$ cat config.mk
export PLATFORM = sky130hd
export DESIGN_NAME = gnrl_rr_priecdr
export DESIGN_NICKNAME = d
export VERILOG_FILES = /design/src/rtl/gnrl_rr_priecdr.sv
export SDC_FILE = /design/constraint.sdc
export NUM_CORES = 1
export LEC_CHECK = 0
export ABC_AREA = 1
export CORE_MARGIN = 5
export CORE_UTILIZATION = 30
export DETAILED_ROUTE_END_ITERATION = 8
export GPL_TIMING_DRIVEN = 0
export SLEW_MARGIN = 0
export SYNTH_ARGS = -nofsm -noshare
export SYNTH_HDL_FRONTEND = slang
export SYNTH_SLANG_ARGS = --single-unit
$ cat constraint.sdc
create_clock -name clk -period 12.05 [get_ports clk]
set_input_delay 2.41 -clock clk [delete_from_list [all_inputs] [get_ports clk]]
set_output_delay 2.41 -clock clk [all_outputs]
set_load 0.01 [all_outputs]
$ cat src/rtl/gnrl_rr_priecdr.sv
// Registered rotating-pointer first-set encoder with valid/ack. The grant appears 1 cycle after the map is presented.
// A held grant (vld & !ack) stalls the outputs. An ack or a pointer load refreshes them from the current map.
module gnrl_rr_priecdr #(
    parameter int  N    = 128,
    parameter bit  WRAP = 1'b1,
    localparam int W    = $clog2(N)
) (
    input  logic         clk,
    input  logic         rst_n,
    input  logic         i_pecdr_ena,
    input  logic [N-1:0] i_pecdr_map,
    input  logic         i_pecdr_start_vld,
    input  logic [W-1:0] i_pecdr_start,
    input  logic         i_pecdr_ack,
    output logic         o_pecdr_vld,
    output logic [W-1:0] o_pecdr_sel,
    output logic [N-1:0] o_pecdr_onehot,
    output logic [W-1:0] o_pecdr_ptr
);

    logic [W-1:0]   ptr_q;
    logic [W-1:0]   sel_q;
    logic           vld_q;
    logic [N-1:0]   onehot_q;

    logic [W-1:0]   eptr;
    logic [W-1:0]   off;
    logic [W-1:0]   winner;
    logic [2*N-1:0] dbl;
    logic [N-1:0]   rot;
    logic           match;
    logic           upd;

    // A pointer load beats the ack advance. Without a valid grant, an ack does nothing.
    always_comb begin
        eptr = ptr_q;
        if (i_pecdr_start_vld) begin
            eptr = i_pecdr_start;
        end else if (vld_q && i_pecdr_ack) begin
            eptr = sel_q + W'(1);
        end
    end

    // Rotate the map so that eptr lands at bit 0. Zero-fill of the upper half removes the wrap.
    always_comb begin
        dbl   = WRAP ? {i_pecdr_map, i_pecdr_map} : {{N{1'b0}}, i_pecdr_map};
        rot   = N'(dbl >> eptr);
        match = |rot;
        off   = '0;
        for (int i = N - 1; i >= 0; i--) begin
            if (rot[i]) begin
                off = W'(i);
            end
        end
        winner = eptr + off;
    end

    assign upd = !vld_q || i_pecdr_ack || i_pecdr_start_vld;

    always_ff @(posedge clk or negedge rst_n) begin
        if (!rst_n) begin
            ptr_q    <= '0;
            vld_q    <= 1'b0;
            sel_q    <= '0;
            onehot_q <= '0;
        end else begin
            ptr_q <= eptr;
            if (upd) begin
                vld_q    <= i_pecdr_ena && match;
                sel_q    <= match ? winner : eptr;
                onehot_q <= (i_pecdr_ena && match) ? (N'(1) << winner) : '0;
            end
        end
    end

    assign o_pecdr_vld    = vld_q;
    assign o_pecdr_sel    = sel_q;
    assign o_pecdr_onehot = onehot_q;
    assign o_pecdr_ptr    = ptr_q;

endmodule

After elaboration in Yosys (flattened, before gate mapping)
Cells that the tools add are included.
- flip-flop bits (word level): 143
- bits of input ports: 140
- output and inout bits: 143
- logic and storage cells: 146
- add/sub/neg operators: 2
- shifts and indexed selects: 2
- mux-type cells: 132
- reduce and logical (&&, ||, !) cells: 6
- operator list (cell ; count):
    7-bit 2-to-1 mux ; 131
    256-bit by 7-bit right shift with 128-bit output ; 1
    128-bit 2-to-1 mux ; 1
    128-bit OR reduction ; 1
    1-bit by 7-bit << shifter with 128-bit output, first input constant ; 1
    7-bit by 1-bit adder with 7-bit output, second input constant ; 1
    7-bit adder ; 1
    1-bit logical AND ; 2
    1-bit logical OR ; 2
    1-bit logical NOT ; 1

Depth between registers and ports, before layout
- word-level depth: 135
- gate-level depth with buffers: 155
- mapped depth without buffers: 152

Worst setup path before layout
OpenSTA, ideal clock, no wires.
- path type: input to register
- from: in i_pecdr_start_vld
- to: reg onehot_q[86], in the netlist o_pecdr_onehot[86]
- library setup time: 0.083 ns
- data arrival time: 11.265 ns
- required time: 11.967 ns
- setup slack: 0.702 ns
- stages on the path: 143
- buffers on the path: 4
- path through: buf_6 -> inv_2 -> buf_6 -> nand2_1 -> nand2_1 -> clkbuf_1 -> nand3_1 -> and2_1 -> o21a_1 -> or2_1 -> o21ai_1 -> inv_2 -> o21ai_1 -> nand2_1 -> o21ai_2 -> inv_2 -> o21ai_1 -> inv_1 -> [... 107 more ...] -> nand2_1 -> nand2_1 -> nand2_1 -> nand2_1 -> nand2_1 -> nand2_1 -> a21oi_1 -> ha_1 -> ha_1 -> or2_2 -> a31oi_1 -> a21oi_1 -> xor2_1 -> inv_1 -> buf_2 -> nor2_1 -> nand2_1 -> o22ai_1
- word-level cells in the longest chain between the ends: 133
- ends and longest elaborated chain (what ; line ; RTL):
    from (decl) ; 12 ; input logic i_pecdr_start_vld,
    7-bit 2-to-1 mux ; 37 ; if (i_pecdr_start_vld) begin
    256-bit by 7-bit right shift with 128-bit output ; 47 ; rot = N'(dbl >> eptr);
    7-bit 2-to-1 mux (128 in a row) ; 51 ; if (rot[i]) begin
    7-bit adder ; 55 ; winner = eptr + off;
    1-bit by 7-bit << shifter with 128-bit output ; 71 ; onehot_q <= (i_pecdr_ena && match) ? (N'(1) << winner) : '0;
    128-bit 2-to-1 mux ; 71 ;
    to (signal assigned) ; 71 ;
    to (decl) ; 24 ; logic [N-1:0] onehot_q;
Parallel ways exist; a longest one is shown, timed or not.
A chain may end at the register's enable or synchronous reset.

Worst setup path in the final report
- from: in i_pecdr_start[4]
- to: reg onehot_q[46], in the netlist o_pecdr_onehot[46]
- word-level cells in the longest chain between the ends: 133
- ends and longest elaborated chain (what ; line ; RTL):
    from (decl) ; 13 ; input logic [W-1:0] i_pecdr_start,
    7-bit 2-to-1 mux * ; 37 ;
    256-bit by 7-bit right shift with 128-bit output ; 47 ;
    7-bit 2-to-1 mux (128 in a row) ; 51 ;
    7-bit adder ; 55 ;
    1-bit by 7-bit << shifter with 128-bit output ; 71 ;
    128-bit 2-to-1 mux * ; 71 ;
Every way passes the cells marked *; elsewhere a longest branch is shown, timed or not.

==> metrics.yaml <==
reg2reg_slack_ns: -0.13
yosys-top-cells-count: "nand2_1, inv_1, nand3_1, o21ai_0, nor2_1"
power_density_nw_per_um2: 179
yosysWarnings: 0
p_int_mw: 2.15
r2r_cells: 130
cts_buffer_depth: 2
cp_data_required_time_ns: 12.39
min-delay-start: "o_pecdr_onehot[113]"
violations: "setup timing"
critPathCaptureType: "flip-flop"
hold_path.class: "reg -> reg"
drt-met1-wl_um: 51600
netlist_area_um2: 19500
cap_violations: 0
ys_types: 44
timing.rr.start: "o_pecdr_sel[0]"
overflow: 0
critPathKind: "in -> reg"
setup_ws_ns: -1.69
start_kind: "primary input"
cts-root-buf: "clkbuf_16"
wl_met2_um: 57700
tns_ns: -217.56
rsz0062_at_grt: "yes"
wirelength_um: 133000
cts_tree: "yes"
arrival_ns: 14.08
ys_seq_area_share_pct: 18.4
viasPerCell: 5.53
hold_depth: 2
synth_top_area_share_pct: 27.2
slew_headroom_pct: 32.9
drive_gt1_share_pct: 21.2
grt_max_degree: 73
core_um2: 64500
vias: 27800
dieArea_um2: 70200
cpPeakStageDelay_ns: 0.53
p_switching_mw: 2.95
power.clock.fraction_pct: 12.1
synth_top_area_cell: "nand2_1"
synth_ff_type: "dfrtp_1"
hold_viol: 0
place.gp.congestion: 1.08
crit_top_cell: "nand2_1"
top_layer: "met5"
route.met3.wl_um: 13200
syn-num-nets: 3913
fp-row-count: 93
grt_pass1_wl_um: 182000
syn_avg_cell_area_um2: 5.17
drc_errors: 0
ant_nets: 0
fmax_mhz: 72.8
switching_share_pct: 57.8
initialDrtViolationCount: 3756
nFillCells: 6968
cts.clk_slew.worst_paths_ns: 0.05
p_leak_nw: 13.8
grt.total_usage_pct: 35.3
irDropWorstVdd_uv: 90.7
clkLatencyLatePin_ns: 0.43
multi_input_area_um2: 15100
cpMaxStageDelayCell: "clkdlybuf4s50_1"
ios: 283
antenna_found_initial: 2
wl_per_cell_um: 26.4
cts_buffers: 17
synthCells: 3768
ys_seq_elements: 143
timing.final.crit_share_pct: 114
htree_levels: 4
finalCriticalPeriod_ns: 13.74
final_nets: 4311
synth_most_common_cell: "nand2_1"
seqPwrFrac_pct: 10.7
io_buffers: 281
tightest_slew_ns: 0.995
first_pass_iters: 6
status: "finished with violations"
cts_hold_buf: 0
r2r-end: "o_pecdr_onehot[46]"
min_to: "o_pecdr_onehot[113]"
fp.dieH_um: 265
drv_slew: 0
area_growth_pct: 46.2
grt_pass1_vias: 25700
initial_core_util_pct: 30.2
hpwl_um: 107000
fin_worst_skew_ns: 0.00849
setup_violations: 135
synth.area.top_cells: "nand2_1, dfrtp_1, nand3_1"
path_max_fanout: 10
pre_cts_slack_ns: -4.16
power_frac_comb_pct: 77.2
async_flop_share_pct: 100
die_w_um: 265
register_area_um2: 3580
cts.sink_count: 143
synth_edf_count: 0
worst max path at each step:
stage | cells after the start | endpoint | slack [ns] | from
after floorplan | 143 | o_pecdr_onehot[86] | 0.70 | i_pecdr_start_vld
after global placement | 150 | o_pecdr_onehot[77] | -4.29 | i_pecdr_ack
after detailed placement | 150 | o_pecdr_onehot[77] | -4.16 | i_pecdr_ack
after CTS | 138 | o_pecdr_onehot[37] | -1.64 | i_pecdr_ack
after global routing | 150 | o_pecdr_onehot[46] | -2.74 | i_pecdr_start[1]
final | 128 | o_pecdr_onehot[46] | -1.69 | i_pecdr_start[4]
power by group through the flow:
stage,combinational [mW],clock [mW],sequential (mW)
after CTS,3.51,0.620,0.544
after global routing,4.15,0.641,0.549
after detailed placement,3.14,0,0.553
after global placement,3.15,0,0.552
after floorplan,1.85,0,0.558
final,3.94,0.619,0.546
per-layer routing:
metal	GRT usage [%]	vias to the layer above
met2	56.6	1747
li1	-	12700
met5	0	-
met1	44.1	12800
met3	6.45	525
met4	21.3	4
timing repair:
action / 4_1_cts / 5_1_grt
hold endpoints to repair: 0 / 0
endpoints found under the setup margin: 135 / 135
pin swaps: 40 / 66
setup buffers: 47 / 35
resized for setup: 537 / 368
gates cloned: 4 / 12
worst max-delay path, delay by kind of cell:
kind            cells  cell delay (ns)
compound gates     10             1.78
xor+xnor            1             0.25
fa+ha+maj           2             0.37
buf+inv            12             2.71
simple gates      103             6.51
sequential cells by signal, indices dropped and copies added, names as in the netlist:
register and flops:
o_pecdr_ptr 7, o_pecdr_sel 7, o_pecdr_vld 1, o_pecdr_onehot 128
per-stage QoR:
| stage | util (%) | hold WS (ns) | area, um2 | power, mW | std cells |
|---|---|---|---|---|---|
| after floorplan | - | 0.569 | 19500 | 2.41 | 3768 |
| after global placement | 36.3 | 0.525 | 23400 | 3.71 | 4904 |
| after detailed placement | 36.3 | 0.531 | 23400 | 3.69 | 4905 |
| after CTS | 41.1 | 0.537 | 26500 | 4.68 | 4988 |
| after global routing | 44.2 | 0.548 | 28500 | 5.34 | 5035 |
| final | 44.2 | 0.535 | 28500 | 5.10 | 5036 |
cell type report:
| cell class | count | share of cell area (%) |
|---|---|---|
| repair inverters | 1 | 0.0263 |
| well taps | 855 | 3.75 |
| repair buffers | 377 | 13.4 |
| multi-input cells | 2788 | 53.0 |
| inverters | 607 | 8.06 |
| plain buffers | 231 | 6.74 |
| clock inverters | 10 | 0.716 |
| diodes | 2 | 0.0176 |
| clock buffers | 22 | 1.73 |
| flip-flops and latches | 143 | 12.6 |
placed cells by master (no fill, tap or decap), types with 14 or more instances in the layout:
cell / synthesis / final
o21ai_2: 3 / 92
nor2_2: 0 / 15
nand3_1: 467 / 313
o21ai_4: 0 / 27
buf_2: 127 / 68
a31oi_1: 36 / 19
o21ai_0: 265 / 232
buf_8: 0 / 14
o22ai_1: 135 / 68
clkbuf_4: 0 / 28
nor2_1: 176 / 156
nand2_1: 1411 / 1322
inv_2: 18 / 16
clkbuf_1: 66 / 18
inv_1: 587 / 585
dfrtp_1: 143 / 143
or2_2: 21 / 20
clkbuf_16: 0 / 29
o22ai_2: 0 / 66
buf_4: 13 / 113
clkbuf_2: 0 / 14
buf_12: 0 / 19
nand2_2: 2 / 82
buf_6: 12 / 35
o21ai_1: 150 / 68
nand3_2: 0 / 147
and2_1: 16 / 15
clkdlybuf4s50_1: 0 / 277
kinds of logic (layout without fill, tap and decap cells):
family                     count (synthesis)  count (layout)  share of synthesized area [%]
AOI/OAI and AO/OA                        651             652                           18.5
xor gates and xnor gates                   5               5                          0.225
adders and majority gates                  5               5                          0.321
buffers and inverters                    838            1248                           17.7
DFF                                      143             143                           18.4
muxes                                      3               3                          0.154
other                                      0               2                              0
and+or+nand+nor                         2123            2123                           44.8
(Power assumes the default switching activity.)
